**config.mk**
```make
export PLATFORM = sky130hd
export DESIGN_NAME = param_data_memory_flat
export DESIGN_NICKNAME = d
export VERILOG_FILES = /design/src/rtl/param_data_memory_if.sv /design/src/rtl/param_data_memory.sv /design/src/flat_wrapper.sv
export SDC_FILE = /design/constraint.sdc
export NUM_CORES = 2
export LEC_CHECK = 0
export CAP_MARGIN = 10
export CORE_ASPECT_RATIO = 1.4
export CORE_MARGIN = 5
export CORE_UTILIZATION = 56
export DETAILED_ROUTE_END_ITERATION = 10
export GPL_TIMING_DRIVEN = 1
export PLACE_DENSITY_LB_ADDON = 0.25
export REMOVE_ABC_BUFFERS = 1
export SLEW_MARGIN = 40
export SYNTH_ARGS = -nofsm -noshare
export SYNTH_HDL_FRONTEND = slang
export SYNTH_SLANG_ARGS = --single-unit
```
**constraint.sdc**
```tcl
create_clock -name clk -period 13.5 [get_ports clk]
set_clock_uncertainty 0.1 [all_clocks]
set_input_delay 3.375 -clock clk [delete_from_list [all_inputs] [get_ports clk]]
set_output_delay 3.375 -clock clk [all_outputs]
set_load 0.05 [all_outputs]
```
**src/rtl/param_data_memory_if.sv**
```systemverilog
// Request/response bundle for the parametrised data memory.
// The master drives the access request; the slave returns read data and status flags.
interface param_data_memory_if #(
    parameter int DATA_W = 16,
    parameter int ADDR_W = 16
);
    logic                  MemRead;
    logic                  MemWrite;
    logic [ADDR_W-1:0]     Address;
    logic [DATA_W-1:0]     WriteData;
    logic [DATA_W/8-1:0]   ByteEn;
    logic [DATA_W-1:0]     ReadData;
    logic                  ReadValid;
    logic                  AddrError;
    logic                  Busy;

    modport master (
        output MemRead, MemWrite, Address, WriteData, ByteEn,
        input  ReadData, ReadValid, AddrError, Busy
    );

    modport slave (
        input  MemRead, MemWrite, Address, WriteData, ByteEn,
        output ReadData, ReadValid, AddrError, Busy
    );
endinterface

```
**src/rtl/param_data_memory.sv**
```systemverilog
// Byte-enabled data memory with a post-reset clear sweep; reads return one cycle later with ReadValid.
// No backpressure: requests are dropped while Busy, rejected accesses raise AddrError for one cycle.
module param_data_memory #(
    parameter int DATA_W         = 16,
    parameter int DEPTH          = 128,
    parameter int ADDR_W         = 16,
    parameter bit CLEAR_ON_RESET = 1'b1
) (
    input  logic                 clk,
    input  logic                 reset,
    param_data_memory_if.slave   bus
);
    localparam int          NBYTES  = DATA_W / 8;
    localparam int          OFF_W   = $clog2(NBYTES);
    localparam int          IDX_W   = $clog2(DEPTH);
    localparam logic [31:0] DEPTH_U = DEPTH;

    typedef enum logic {
        INIT  = 1'b0,
        READY = 1'b1
    } stateT;

    stateT              state, stateNext;
    logic [IDX_W-1:0]   clearCnt, clearCntNext;
    logic               sweepWe;

    logic [DATA_W-1:0]  mem [DEPTH];
    logic [ADDR_W-1:0]  wordIdx;
    logic [IDX_W-1:0]   memIdx;
    logic               misaligned, outOfRange, addrOk;
    logic               req, doWrite, doRead, reject;
    logic [DATA_W-1:0]  oldWord, mergedWord;

    logic [DATA_W-1:0]  readDataQ;
    logic               readValidQ, addrErrorQ;

    always_ff @(posedge clk) begin
        if (reset) begin
            state    <= CLEAR_ON_RESET ? INIT : READY;
            clearCnt <= '0;
        end else begin
            state    <= stateNext;
            clearCnt <= clearCntNext;
        end
    end

    always_comb begin
        stateNext    = state;
        clearCntNext = clearCnt;
        sweepWe      = 1'b0;
        unique case (state)
            INIT: begin
                sweepWe = 1'b1;
                if (clearCnt == IDX_W'(DEPTH - 1)) begin
                    stateNext = READY;
                end else begin
                    clearCntNext = clearCnt + 1'b1;
                end
            end
            READY: begin
                stateNext = READY;
            end
            default: begin
                stateNext = READY;
            end
        endcase
    end

    // Unsigned index compare, so high address bits can never alias back into range.
    assign wordIdx    = bus.Address >> OFF_W;
    assign memIdx     = wordIdx[IDX_W-1:0];
    assign misaligned = |bus.Address[OFF_W-1:0];
    assign outOfRange = 32'(wordIdx) >= DEPTH_U;
    assign addrOk     = !misaligned && !outOfRange;

    assign req     = !reset && (state == READY) && (bus.MemRead || bus.MemWrite);
    assign doWrite = req && addrOk && bus.MemWrite;
    assign doRead  = req && addrOk && bus.MemRead;
    assign reject  = req && !addrOk;

    assign oldWord = mem[memIdx];

    always_comb begin
        mergedWord = oldWord;
        for (int i = 0; i < NBYTES; i++) begin
            if (bus.ByteEn[i]) begin
                mergedWord[8*i +: 8] = bus.WriteData[8*i +: 8];
            end
        end
    end

    always_ff @(posedge clk) begin
        if (sweepWe && !reset) begin
            mem[clearCnt] <= '0;
        end else if (doWrite) begin
            mem[memIdx] <= mergedWord;
        end
    end

    // Write-first: a simultaneous read of the written word sees the merged value.
    always_ff @(posedge clk) begin
        if (reset) begin
            readDataQ  <= '0;
            readValidQ <= 1'b0;
            addrErrorQ <= 1'b0;
        end else begin
            readValidQ <= doRead;
            addrErrorQ <= reject;
            if (doRead) begin
                readDataQ <= doWrite ? mergedWord : oldWord;
            end
        end
    end

    assign bus.ReadData  = readDataQ;
    assign bus.ReadValid = readValidQ;
    assign bus.AddrError = addrErrorQ;
    assign bus.Busy      = reset ? CLEAR_ON_RESET : (state == INIT);
endmodule

```
**src/flat_wrapper.sv**
```systemverilog
// flat-port wrapper written by rule: the top's interface ports become plain ports
module param_data_memory_flat 
#(
    parameter int DATA_W         = 16,
    parameter int DEPTH          = 128,
    parameter int ADDR_W         = 16,
    parameter bit CLEAR_ON_RESET = 1'b1
)
  (clk, reset, bus_MemRead, bus_MemWrite, bus_Address, bus_WriteData, bus_ByteEn, bus_ReadData, bus_ReadValid, bus_AddrError, bus_Busy);
  param_data_memory_if #(.DATA_W(DATA_W), .ADDR_W(ADDR_W)) bus_i ();
  input  logic clk;
  input  logic reset;
  input wire logic [$bits(bus_i.MemRead)-1:0] bus_MemRead;
  input wire logic [$bits(bus_i.MemWrite)-1:0] bus_MemWrite;
  input wire logic [$bits(bus_i.Address)-1:0] bus_Address;
  input wire logic [$bits(bus_i.WriteData)-1:0] bus_WriteData;
  input wire logic [$bits(bus_i.ByteEn)-1:0] bus_ByteEn;
  output wire logic [$bits(bus_i.ReadData)-1:0] bus_ReadData;
  output wire logic [$bits(bus_i.ReadValid)-1:0] bus_ReadValid;
  output wire logic [$bits(bus_i.AddrError)-1:0] bus_AddrError;
  output wire logic [$bits(bus_i.Busy)-1:0] bus_Busy;
  assign bus_i.MemRead = bus_MemRead;
  assign bus_i.MemWrite = bus_MemWrite;
  assign bus_i.Address = bus_Address;
  assign bus_i.WriteData = bus_WriteData;
  assign bus_i.ByteEn = bus_ByteEn;
  assign bus_ReadData = bus_i.ReadData;
  assign bus_ReadValid = bus_i.ReadValid;
  assign bus_AddrError = bus_i.AddrError;
  assign bus_Busy = bus_i.Busy;
  param_data_memory #(.DATA_W(DATA_W), .DEPTH(DEPTH), .ADDR_W(ADDR_W), .CLEAR_ON_RESET(CLEAR_ON_RESET)) u_core (.clk(clk), .reset(reset), .bus(bus_i));
endmodule
```
Word-level counts from Yosys, hierarchy flattened
Memories as Yosys holds them, arrays and structs flattened.
Cells that the tools add are included.
{ "classes": {"addsub": 1, "mul": 0, "div_mod_pow": 0, "order_cmp": 1, "eq_ne": 1, "n_shift": 0, "muxes": 15, "bitwise": 2, "n_reduce_logical": 15} }
{ "op_table": {"columns": ["operator", "n"], "rows": [
  ["16-bit 2-to-1 mux", 2],
  ["8-bit 2-to-1 mux", 2],
  ["16-bit OR reduction", 1],
  ["15-bit by 8-bit >= comparator with 1-bit output, second input constant", 1],
  ["1-bit 2-to-1 mux", 9],
  ["1-bit logical AND", 8],
  ["7-bit by 1-bit adder with 7-bit output, second input constant", 1],
  ["7-bit equality test, second input constant", 1],
  ["7-bit 2-to-1 mux", 1],
  ["1-bit zero test", 4],
  ["1-bit inverter", 2],
  ["1-bit case mux with 2 select lines", 1],
  ["2-bit AND reduction", 1],
  ["1-bit logical OR", 1]
]} }
{ "word_totals": {"regBits": 26, "latch_bits": 0, "ram_bits": 2048, "mem_bits_ro": 0, "input_bits": 38, "elab_cells": 41, "n_memories": 1} }
{ "memory_table": {"columns": ["memory", "depth", "word_bits", "rd", "rd_clocked_by_memory_dff", "wr", "line_no", "text"], "rows": [
  ["u_core.mem", 128, 16, 1, 0, 1, "param_data_memory.sv:27", "logic [DATA_W-1:0] mem [DEPTH];"]
]} }

Depth between registers and ports, before layout
{ "logic_depth": {"ltp_word": 10, "mapped_depth": 12, "mapped_depth_nobuf": 7} }

Worst setup path after synthesis
OpenSTA, ideal clock, no wires.
{ "synth_timing": {"path_type": "input to register", "start": "input port bus_Address[1]", "end": "memory u_core.mem[0][13], data pin", "arrival_time_ns": 10.214, "t_required_ns": 12.170, "setup_slack_ns": 1.955, "cell_stages": 12, "n_path_buf": 6, "cell_sequence": "buf_6 > buf_12 > buf_12 > buf_12 > buf_12 > buf_12 > mux2i_1 > a221oi_1 > nand2_1 > a31oi_1 > nor4_2 > a211oi_1"} }
{ "synth_via": {"elab_chain_len": 10, "word_cells_on_any_way": 12, "classes_between": "order compare (1); mux (5); reduce/logical (5); memory (1)"} }
{ "synth_rtl": {"columns": ["element", "line_no", "text"], "rows": [
  ["start: declaration", "flat_wrapper.sv:15", "input wire logic [$bits(bus_i.Address)-1:0] bus_Address;"],
  ["15-bit by 8-bit >= comparator with 1-bit output", "param_data_memory.sv:73", "assign outOfRange = 32'(wordIdx) >= DEPTH_U;"],
  ["1-bit zero test", "param_data_memory.sv:74", "assign addrOk = !misaligned && !outOfRange;"],
  ["1-bit logical AND", "param_data_memory.sv:74", null],
  ["1-bit logical AND (2 in series)", "param_data_memory.sv:77", "assign doWrite = req && addrOk && bus.MemWrite;"],
  ["1-bit 2-to-1 mux", "param_data_memory.sv:95", "end else if (doWrite) begin"],
  ["1-bit 2-to-1 mux", "param_data_memory.sv:93", "if (sweepWe && !reset) begin"],
  ["1-bit 2-to-1 mux (not written as such)", "param_data_memory.sv:96", "mem[memIdx] <= mergedWord;"],
  ["16-bit OR reduction (no line)", null, null],
  ["16-bit 2-to-1 mux (no line) (*)", null, null],
  ["end: declaration", "param_data_memory.sv:27", null]
]} }
Mark *: on every way between the ends. The rest lies on a longest branch, timed or not.

Worst setup path after layout
{ "layout_timing": {"start": "input port reset", "end": "output port bus_Busy"} }
{ "layout_via": {"elab_chain_len": 1} }
{ "layout_rtl": {"columns": ["element", "line_no", "text"], "rows": [
  ["start: declaration", "flat_wrapper.sv:12", "input logic reset;"],
  ["1-bit 2-to-1 mux", "param_data_memory.sv:118", "assign bus.Busy = reset ? CLEAR_ON_RESET : (state == INIT);"],
  ["end: declaration", "flat_wrapper.sv:21", "output wire logic [$bits(bus_i.Busy)-1:0] bus_Busy;"]
]} }
Every way passes these cells.

==> flow_summary.yaml <==
placement:
  numPortBuffers: 56
  dp_worst_setup_slack_ns: 4.74
  dp_hpwl_mm: 127
  gp_congestion: 0.969
critical_path:
  path_cells: "clkdlybuf4s50_1, buf_4, nor2b_1, inv_1, clkdlybuf4s50_1"
  worstPathRequired_ns: 10.02
  cp_common_cell: "clkdlybuf4s50_1"
  rr_startpoint: "u_core.state$_SDFF_PP0_"
  worstSetupEndpoint: "bus_Busy"
  critPathSlowestCell: "clkdlybuf4s50_1"
  cp_max_fo: 19
  worst_r2r_endpoint: "u_core.mem[48][4]$_DFFE_PP_"
  reg2reg_depth: 8
  end_kind: "output port"
  r2r_setup_slack_ns: 8.88
  cp-start-kind: "input pin"
  critical_path_arrival_ns: 5.13
  startpoint: "reset"
  critPathKind: "in -> out"
  max_stage_delay_ns: 0.80
global_routing:
  grt_pass1_wl_mm: 296
  grt_overflow: 0
  grt_pass1_vias: 40361
  antenna_found_initial: 5
  grt_use_total_pct: 27.5
  grt_start_max_net_pins: 114
floorplan:
  rows: 164
  ios: 57
  core_area_sq_mm: 0.143
  initial_core_util_pct: 56.4
  die_area_sq_mm: 0.152
  die_h_um: 459
  dieWidth_um: 330
routing:
  drt_first_pass_iters: 6
  routed_wl_mm: 208
  wl_per_cell_um: 33.5
  detail_route.iter0.violations: 5124
  dr_total_vias: 40914
  drc_errors: 0
  drt.antenna.violating_nets: 0
  viasPerCell: 6.58
cts:
  post_cts_buffers: 0
  cts_buffers: 180
  clk_latency_ns: 0.82
  clk_transition_reported_paths_ns: 0.07
  cts_max_path_buffers: 3
  htreeDepth: 4
  cts_tree: "done"
  cts.sink_count: 2074
  cts-root-buf: "clkbuf_16"
  hold_buffers: 0
  cts-resized-gates: 0
timing:
  hold_viol: 0
  rsz0062_at_grt: "no"
  setup_viol: 0
  period_share_pct: 63.7
  setup_ws_ns: 4.89
  min_period_ns: 8.61
  max_clock_freq_ghz: 0.116
  maxSlewHeadroom_pct: 39.7
  setup-tns-final_ns: 0
  maxSlewViolCount: 0
  tightestPinTransition_ns: 0.904
outcome:
  status: "finished clean"
layout:
  fillers: 9601
  nets: 4197
  drive_gt1_share_pct: 21.6
  seqCellArea_sq_mm: 0.0620
  multiInputGateArea_sq_mm: 0.0173
  syn_to_final_growth_pct: 11.8
  fin_util_pct: 63.0
synth:
  async_flop_share_pct: 0
  synth.distinct_cells: 53
  netlist.area_leader.share_pct: 76.4
  synth_area_leader_cell: "edfxtp_1"
  ys.flop_type: "edfxtp_1"
  syn_area_sq_mm: 0.0805
  ys_seq_area_share_pct: 77.1
  avgSynthCellArea_sq_um: 20.5
  synth-seq-cells: 2074
  synth.area.top_cells: "edfxtp_1 (76%), mux4_2 (11%), mux2i_1 (3.1%)"
  ys_warn_count: 0
  netlist_instances: 3920
  yosysMostFrequentCell: "edfxtp_1"
  synth.top_cells.by_count: "edfxtp_1 (2,048), mux4_2 (393), mux2i_1 (252)"
  synth-edff-count: 2048
worst_hold_path:
  holdCritPathClass: "reg -> reg"
  hold_start: "u_core.bus.ReadData[0]$_SDFFE_PP0P_"
power:
  max-vdd-ir-drop_mv: 0.155
  power_frac_comb_pct: 3.4
  power.density_mw_per_mm2: 139
  p_leak_nw: 32.9
  p_seq_share_pct: 55.8
  netSwitchingPower_mw: 2.54
  power.total_mw: 12.5
  clockPowerShare_pct: 40.8
  intPower_mw: 9.97
  power.share.switching_pct: 20.3
job:
  drv_cap: 0
## worst max-delay path, delay by kind of cell
family                 cells  cell delay, ns
buffers and inverters      4            1.59
AND/OR/NAND/NOR            1            0.16
## cell families (layout without fill, tap and decap cells)
kind of cell             after synthesis  count (layout)  synth area share [%]
AO/OA/AOI/OAI                        475             475                  4.20
XOR/XNOR                               4               4                0.0435
other                                  0               2                     0
buffers and inverters                232             618                  1.84
multiplexers                         645             645                  14.1
adder cells (fa/ha/maj)                1               1                0.0155
AND/OR/NAND/NOR                      489             489                  2.71
flip-flops                          2074            2074                  77.1
## stage by stage
step / hold slack (ns) / std cells / area, sq um
floorplan: 0.418 / 3695 / 79000
CTS: 0.357 / 6213 / 89900
detailed placement: 0.347 / 5883 / 84100
global route: 0.382 / 6216 / 90000
finish: 0.355 / 6217 / 90000
global placement: 0.346 / 5874 / 83900
## how the worst min path moves through the flow
stage	end	slack, ns	cells past startpoint
6_report	u_core.bus.ReadData[0]$_SDFFE_PP0P_	0.36	2
5_1_grt	u_core.bus.ReadData[1]$_SDFFE_PP0P_	0.38	2
4_1_cts	u_core.bus.ReadData[0]$_SDFFE_PP0P_	0.36	2
3_5_place_dp	u_core.bus.ReadData[0]$_SDFFE_PP0P_	0.35	2
3_3_place_gp	u_core.bus.ReadData[0]$_SDFFE_PP0P_	0.35	2
2_1_floorplan	u_core.clearCnt[5]$_SDFFE_PP0P_	0.42	2
## power groups by stage
stage	Sequential [mW]	Clock, mW	Combinational [mW]
3_5_place_dp	7.11	0	0.423
5_1_grt	6.97	5.44	0.440
2_1_floorplan	7.11	0	0.175
4_1_cts	6.98	5.17	0.424
6_report	6.98	5.11	0.427
3_3_place_gp	7.11	0	0.420
## registers in the layout (all words and copies together) (netlist names)
name,count
u_core.bus.ReadData,16
u_core.bus.AddrError,1
u_core.clearCnt,7
u_core.mem,2048
u_core.bus.ReadValid,1
u_core.state,1
## per-layer routing
metal | up-vias | GRT usage (%) | routed length (um)
met3 | 464 | 5.13 | 17400
met1 | 21506 | 35.8 | 74000
li1 | 16817 | - | -
met4 | 0 | 15.9 | 15000
met2 | 2127 | 44.1 | 102000
met5 | - | 0 | 0
## layout by cell type (no fill, tap or decap), types with 7 or more instances in the layout
cell type,n
o21ai_1,20
a22oi_1,146
buf_12,7
clkinv_2,29
nor4_2,8
bufinv_16,17
clkbuf_1,35
nand2b_1,12
o22ai_1,9
a221oi_1,44
a211oi_4,8
dfxtp_1,26
nor2b_1,8
a21oi_4,8
mux2i_1,252
nand3_1,67
o21ai_0,62
clkbuf_16,186
clkdlybuf4s50_1,51
a21oi_1,10
a31oi_1,56
buf_6,12
o211ai_1,52
edfxtp_1,2048
clkinv_1,48
nor2_1,165
mux4_2,393
nand2_1,167
a221oi_2,7
o22a_1,20
buf_4,203
## final cells by class
type	count	share of cell area (%)
Clock inverter	107	1.11
Clock buffer	223	5.35
Multi-Input combinational cell	1614	19.2
Timing Repair Buffer	281	2.71
Sequential cell	2074	68.9
Inverter	7	0.0292
Tap cell	1909	2.65
Antenna cell	2	0.00556
Note: power is estimated with default switching activity, not from simulation.
